--- src/rtl/mips_pkg.sv ---
// Shared MIPS-Lite pipeline types: control bundle, instruction classes,
// MEM/WB pipeline register layout and write-back FSM states.
package mips_pkg;

    localparam int DATA_W    = 32;
    localparam int REGADDR_W = 5;

    typedef enum logic [1:0] {
        ARITH,
        LOGICAL,
        MEMACC,
        CONTROL
    } InstrClass;

    typedef struct packed {
        logic      regWrite;
        logic      memToReg;
        logic      halt;
        InstrClass iClass;
    } Control;

    typedef struct packed {
        logic                 valid;
        logic                 regWrite;
        logic                 memToReg;
        logic                 halt;
        InstrClass            iClass;
        logic [REGADDR_W-1:0] destReg;
        logic [DATA_W-1:0]    memData;
        logic [DATA_W-1:0]    aluData;
    } MemWbReg;

    typedef enum logic {
        RUN,
        HALTED
    } WbState;

endpackage

--- src/rtl/wb_stage_retire_counters.sv ---
// Saturating per-class retirement counters fed by the write-back stage.
module retire_counters
    import mips_pkg::*;
#(
    parameter int CNTW = 32
) (
    input  logic            clk,
    input  logic            reset,
    input  logic            retire,
    input  InstrClass       iClass,
    output logic [CNTW-1:0] totalCount,
    output logic [CNTW-1:0] arithCount,
    output logic [CNTW-1:0] logicCount,
    output logic [CNTW-1:0] memCount,
    output logic [CNTW-1:0] ctrlCount
);

    function automatic logic [CNTW-1:0] sat_inc(input logic [CNTW-1:0] v);
        return (v == '1) ? v : v + 1'b1;
    endfunction

    always_ff @(posedge clk or posedge reset) begin
        if (reset) begin
            totalCount <= '0;
            arithCount <= '0;
            logicCount <= '0;
            memCount   <= '0;
            ctrlCount  <= '0;
        end else if (retire) begin
            totalCount <= sat_inc(totalCount);
            case (iClass)
                ARITH:   arithCount <= sat_inc(arithCount);
                LOGICAL: logicCount <= sat_inc(logicCount);
                MEMACC:  memCount   <= sat_inc(memCount);
                CONTROL: ctrlCount  <= sat_inc(ctrlCount);
                default: ;
            endcase
        end
    end

endmodule

--- src/rtl/wb_stage.sv ---
// MIPS-Lite write-back stage: MEM/WB register, write-back mux, retirement
// counters and the HALT state machine.
module wb_stage
    import mips_pkg::*;
#(
    parameter int DATA    = DATA_W,
    parameter int REGADDR = REGADDR_W,
    parameter int CNTW    = 32
) (
    input  logic               clk,
    input  logic               reset,
    input  logic               validIn,
    input  Control             cntrl,
    input  logic [REGADDR-1:0] destReg,
    input  logic [DATA-1:0]    memDataOut,
    input  logic [DATA-1:0]    writeBackData,
    output logic               rfWriteEnable,
    output logic [REGADDR-1:0] rfWriteAddr,
    output logic [DATA-1:0]    rfWriteData,
    output logic               retire,
    output logic               halted,
    output logic [CNTW-1:0]    totalCount,
    output logic [CNTW-1:0]    arithCount,
    output logic [CNTW-1:0]    logicCount,
    output logic [CNTW-1:0]    memCount,
    output logic [CNTW-1:0]    ctrlCount
);

    MemWbReg wb;
    WbState  state;
    logic    gate;

    // A HALT sitting in the register closes the gate one edge before the
    // FSM reaches HALTED, so nothing behind it is ever captured.
    assign gate = (state == RUN) && !(wb.valid && wb.halt);

    always_ff @(posedge clk or posedge reset) begin
        if (reset) begin
            wb     <= '0;
            state  <= RUN;
            halted <= 1'b0;
        end else begin
            if (gate) begin
                wb <= '{valid:    validIn,
                        regWrite: cntrl.regWrite,
                        memToReg: cntrl.memToReg,
                        halt:     cntrl.halt,
                        iClass:   cntrl.iClass,
                        destReg:  destReg,
                        memData:  memDataOut,
                        aluData:  writeBackData};
            end else begin
                wb <= '0;
            end

            case (state)
                RUN: begin
                    if (wb.valid && wb.halt) begin
                        state  <= HALTED;
                        halted <= 1'b1;
                    end
                end
                HALTED: ;
                default: state <= RUN;
            endcase
        end
    end

    assign rfWriteData   = wb.memToReg ? wb.memData : wb.aluData;
    assign rfWriteAddr   = wb.destReg;
    assign rfWriteEnable = wb.valid && wb.regWrite && (wb.destReg != '0);
    assign retire        = wb.valid;

    retire_counters #(
        .CNTW(CNTW)
    ) u_counters (
        .clk       (clk),
        .reset     (reset),
        .retire    (retire),
        .iClass    (wb.iClass),
        .totalCount(totalCount),
        .arithCount(arithCount),
        .logicCount(logicCount),
        .memCount  (memCount),
        .ctrlCount (ctrlCount)
    );

endmodule

--- config.mk ---
export PLATFORM = sky130hd
export DESIGN_NAME = wb_stage
export DESIGN_NICKNAME = d
export VERILOG_FILES = /design/src/rtl/mips_pkg.sv /design/src/rtl/wb_stage_retire_counters.sv /design/src/rtl/wb_stage.sv
export SDC_FILE = /design/constraint.sdc
export NUM_CORES = 1
export LEC_CHECK = 0
export ABC_CLOCK_PERIOD_IN_PS = 10000
export CAP_MARGIN = 20
export CORE_ASPECT_RATIO = 1.5
export CORE_MARGIN = 4
export CORE_UTILIZATION = 45
export CTS_BUF_LIST = sky130_fd_sc_hd__clkbuf_8
export DETAILED_ROUTE_END_ITERATION = 16
export GPL_ROUTABILITY_DRIVEN = 0
export HOLD_SLACK_MARGIN = 0.12
export PLACE_DENSITY = 0.75
export SETUP_SLACK_MARGIN = 0.3
export SLEW_MARGIN = 20
export SYNTH_ARGS = -nofsm -noshare
export SYNTH_HDL_FRONTEND = slang
export SYNTH_SLANG_ARGS = --single-unit
--- constraint.sdc ---
create_clock -name clk -period 10 [get_ports clk]
set_clock_uncertainty 0.2 [all_clocks]
set_input_delay 2.5 -clock clk [delete_from_list [all_inputs] [get_ports clk]]
set_output_delay 2.5 -clock clk [all_outputs]
set_load 0.05 [all_outputs]
==> reports/qor.yml <==
synthArstFlopShare_pct: 100
grt_usage_pct: 20.2
ctsHoldBuffers: 0
worstSkewPairLatency_ps: 530
clk_pin_slew_ps: 60
slew_viol_final: 0
drc: 0
vias: 7869
dp_hpwl_um: 19100
layout.nets: 1277
period_share_pct: 50.1
cts_inserted_buffers: 38
finalSetupViolations: 0
crit_chain: "buf_4 -> mux2_2 -> clkdlybuf4s50_1"
grt_overflow: 0
yosysSeqAreaShare_pct: 57.2
grt_pass1_wl_um: 42300
std_cell_rows: 67
detail-route-antenna-nets: 0
critical_path_class: "flop to output pin"
synth_edf_count: 0
drive_gt1_share_pct: 9.04
grt_pass1_vias: 8070
relSlewSlack_pct: 41.4
route.detailed.wl_per_inst_um: 17.5
drt_iter0_drc: 370
slowest_stage: "clkdlybuf4s50_1"
first_pass_iters: 4
peakVddDrop_mv: 0.132
setup_slack_ps: 4990
numPortBuffers: 276
post-cts-setup-buffers: 0
leakagePower_nw: 6.22
syn_area_um2: 10400
crit_arrival_ps: 2310
pre_cts_slack_ps: 5300
rr_worst_depth: 5
cts-root-buf: "clkbuf_8"
critPathMaxFanout: 32
ys_types: 48
dp.cells: 1431
hp-class: "flop to flop"
ys.flop_type: "dfrtp_1"
outcome: "finished clean"
cts_resized: 0
min_path_cells: 1
worst_slew_pin_slew_ps: 879
cts.sinks: 237
synth_nets: 980
detail_route.wirelength_um: 26100
tritoncts: "yes"
areaGrowthSynthToFinish_pct: 36.7
hold_viol_final: 0
die_h_um: 194
clock.fmax_ghz: 0.200
num_io_pins: 277
synth.avg_cell_area_um2: 11.5
via_per_inst: 5.27
maxCapViolCount: 0
critPathCaptureType: "output pin"
synth_cells: 898
core_um2: 22600
clock_path_buffers: 3
die_w_um: 132
final_util_pct: 62.9
antenna_found_initial: 2
cp-start-kind: "flop"
cts.htree.levels: 2
grt_max_degree: 132
fin_setup_tns_ps: 0
initial_core_util_pct: 46.0
n_antenna_cell: 0
layout.cells.non_filler: 1493
ys_warn_count: 0
synth_seq_cells: 237
finalPower_mw: 2.67
die-area_um2: 25600
critPathMaxStageDelay_ps: 720
finalCriticalPeriod_ps: 5010
powerDensity_nw_per_um2: 189
rsz0062_at_grt: "false"
required_ps: 7300
## cell usage in the layout (no fill, tap or decap), drive strengths merged, types with 2 or more instances in the layout
master / instances
nor2: 37
a21boi: 2
nor3: 25
nor4: 16
nand2b: 2
inv: 20
mux2: 38
clkbuf: 48
xnor2: 101
a31oi: 9
and3: 23
or4: 5
buf: 5
nand3b: 4
nand2: 59
and4: 21
nand4: 64
and2: 82
clkdlybuf4s50: 276
nor3b: 3
or2: 4
nand3: 56
xor2: 47
clkinv: 4
a21oi: 5
or3: 3
ha: 5
dfrtp: 237
## sequential cells by signal, indices dropped and copies added, names as in the netlist
| register | count |
|---|---|
| u_counters.totalCount | 32 |
| halted | 1 |
| u_counters.memCount | 32 |
| rfWriteAddr | 5 |
| retire | 1 |
| u_counters.logicCount | 32 |
| u_counters.ctrlCount | 32 |
| wb | 69 |
| u_counters.arithCount | 32 |
| state | 1 |
## metrics by stage
| step | cell area, um^2 | hold slack, ps |
|---|---|---|
| finish | 14200 | 288 |
| global placement | 13400 | 270 |
| detailed placement | 13400 | 277 |
| global route | 14200 | 314 |
| CTS | 14200 | 293 |
| floorplan | 10400 | 229 |
## final timing paths
path                                             endpoint                startpoint  slack [ps]
worst max register to register  u_counters.totalCount[26]  u_counters.totalCount[5]        7210
min in group asynchronous       u_counters.totalCount[22]                     reset        2390
worst max-delay path                       rfWriteData[6]                    wb[72]        4990
max in group asynchronous                           wb[5]                     reset        5960
worst min-delay path                               halted                    halted         290
worst min register to register                     halted                    halted         290
## cell usage after synthesis, types with 9 or more instances
cell	instances	area, um^2
mux2_2	38	428
nor3_1	25	125
dfrtp_1	237	5930
xor2_1	47	412
nand2_1	59	221
xnor2_1	100	876
and3_1	23	144
nor4_1	16	100
nand3_1	56	280
and2_1	81	507
a31oi_1	9	56.3
nor2_1	37	139
and4_1	21	184
nand4_1	63	394
clkbuf_1	14	52.6
inv_1	11	41.3
## layer usage
layer | up-vias | GRT usage, % | wire, um
met1 | 3820 | 22.3 | 9790
li1 | 3727 | - | -
met3 | 67 | 5.48 | 1640
met5 | - | 0 | 26
met4 | 4 | 7.71 | 856
met2 | 251 | 36.7 | 13800
## cell families after synthesis
kind of cell	share of synthesized area (%)
AOI/OAI and AO/OA	1.76
xor gates and xnor gates	12.6
adders and majority gates	0.603
buffers and inverters	1.50
DFF	57.2
muxes	4.13
and+or+nand+nor	22.2
## cell type report
class	instances	area, um^2
Tap cell	276	345
Inverter	12	52.6
Multi-Input combinational cell	625	4300
Timing Repair Buffer	281	2800
Sequential cell	237	5930
Clock inverter	14	87.6
Fill cell	1803	8370
Clock buffer	48	661
## where the power goes
part	switching [mW]	total, mW	internal, mW
logic	0.433	0.693	0.259
clock network	0.373	0.827	0.454
registers	0.0888	1.15	1.06
total	0.895	2.67	1.78
## worst max-delay path: cells and delay by family, from the launching register on
family	cells	cell delay, ps
flops	1	320
buf+inv	2	1080
mux	1	380
Power figures use the tool's default switching activity.
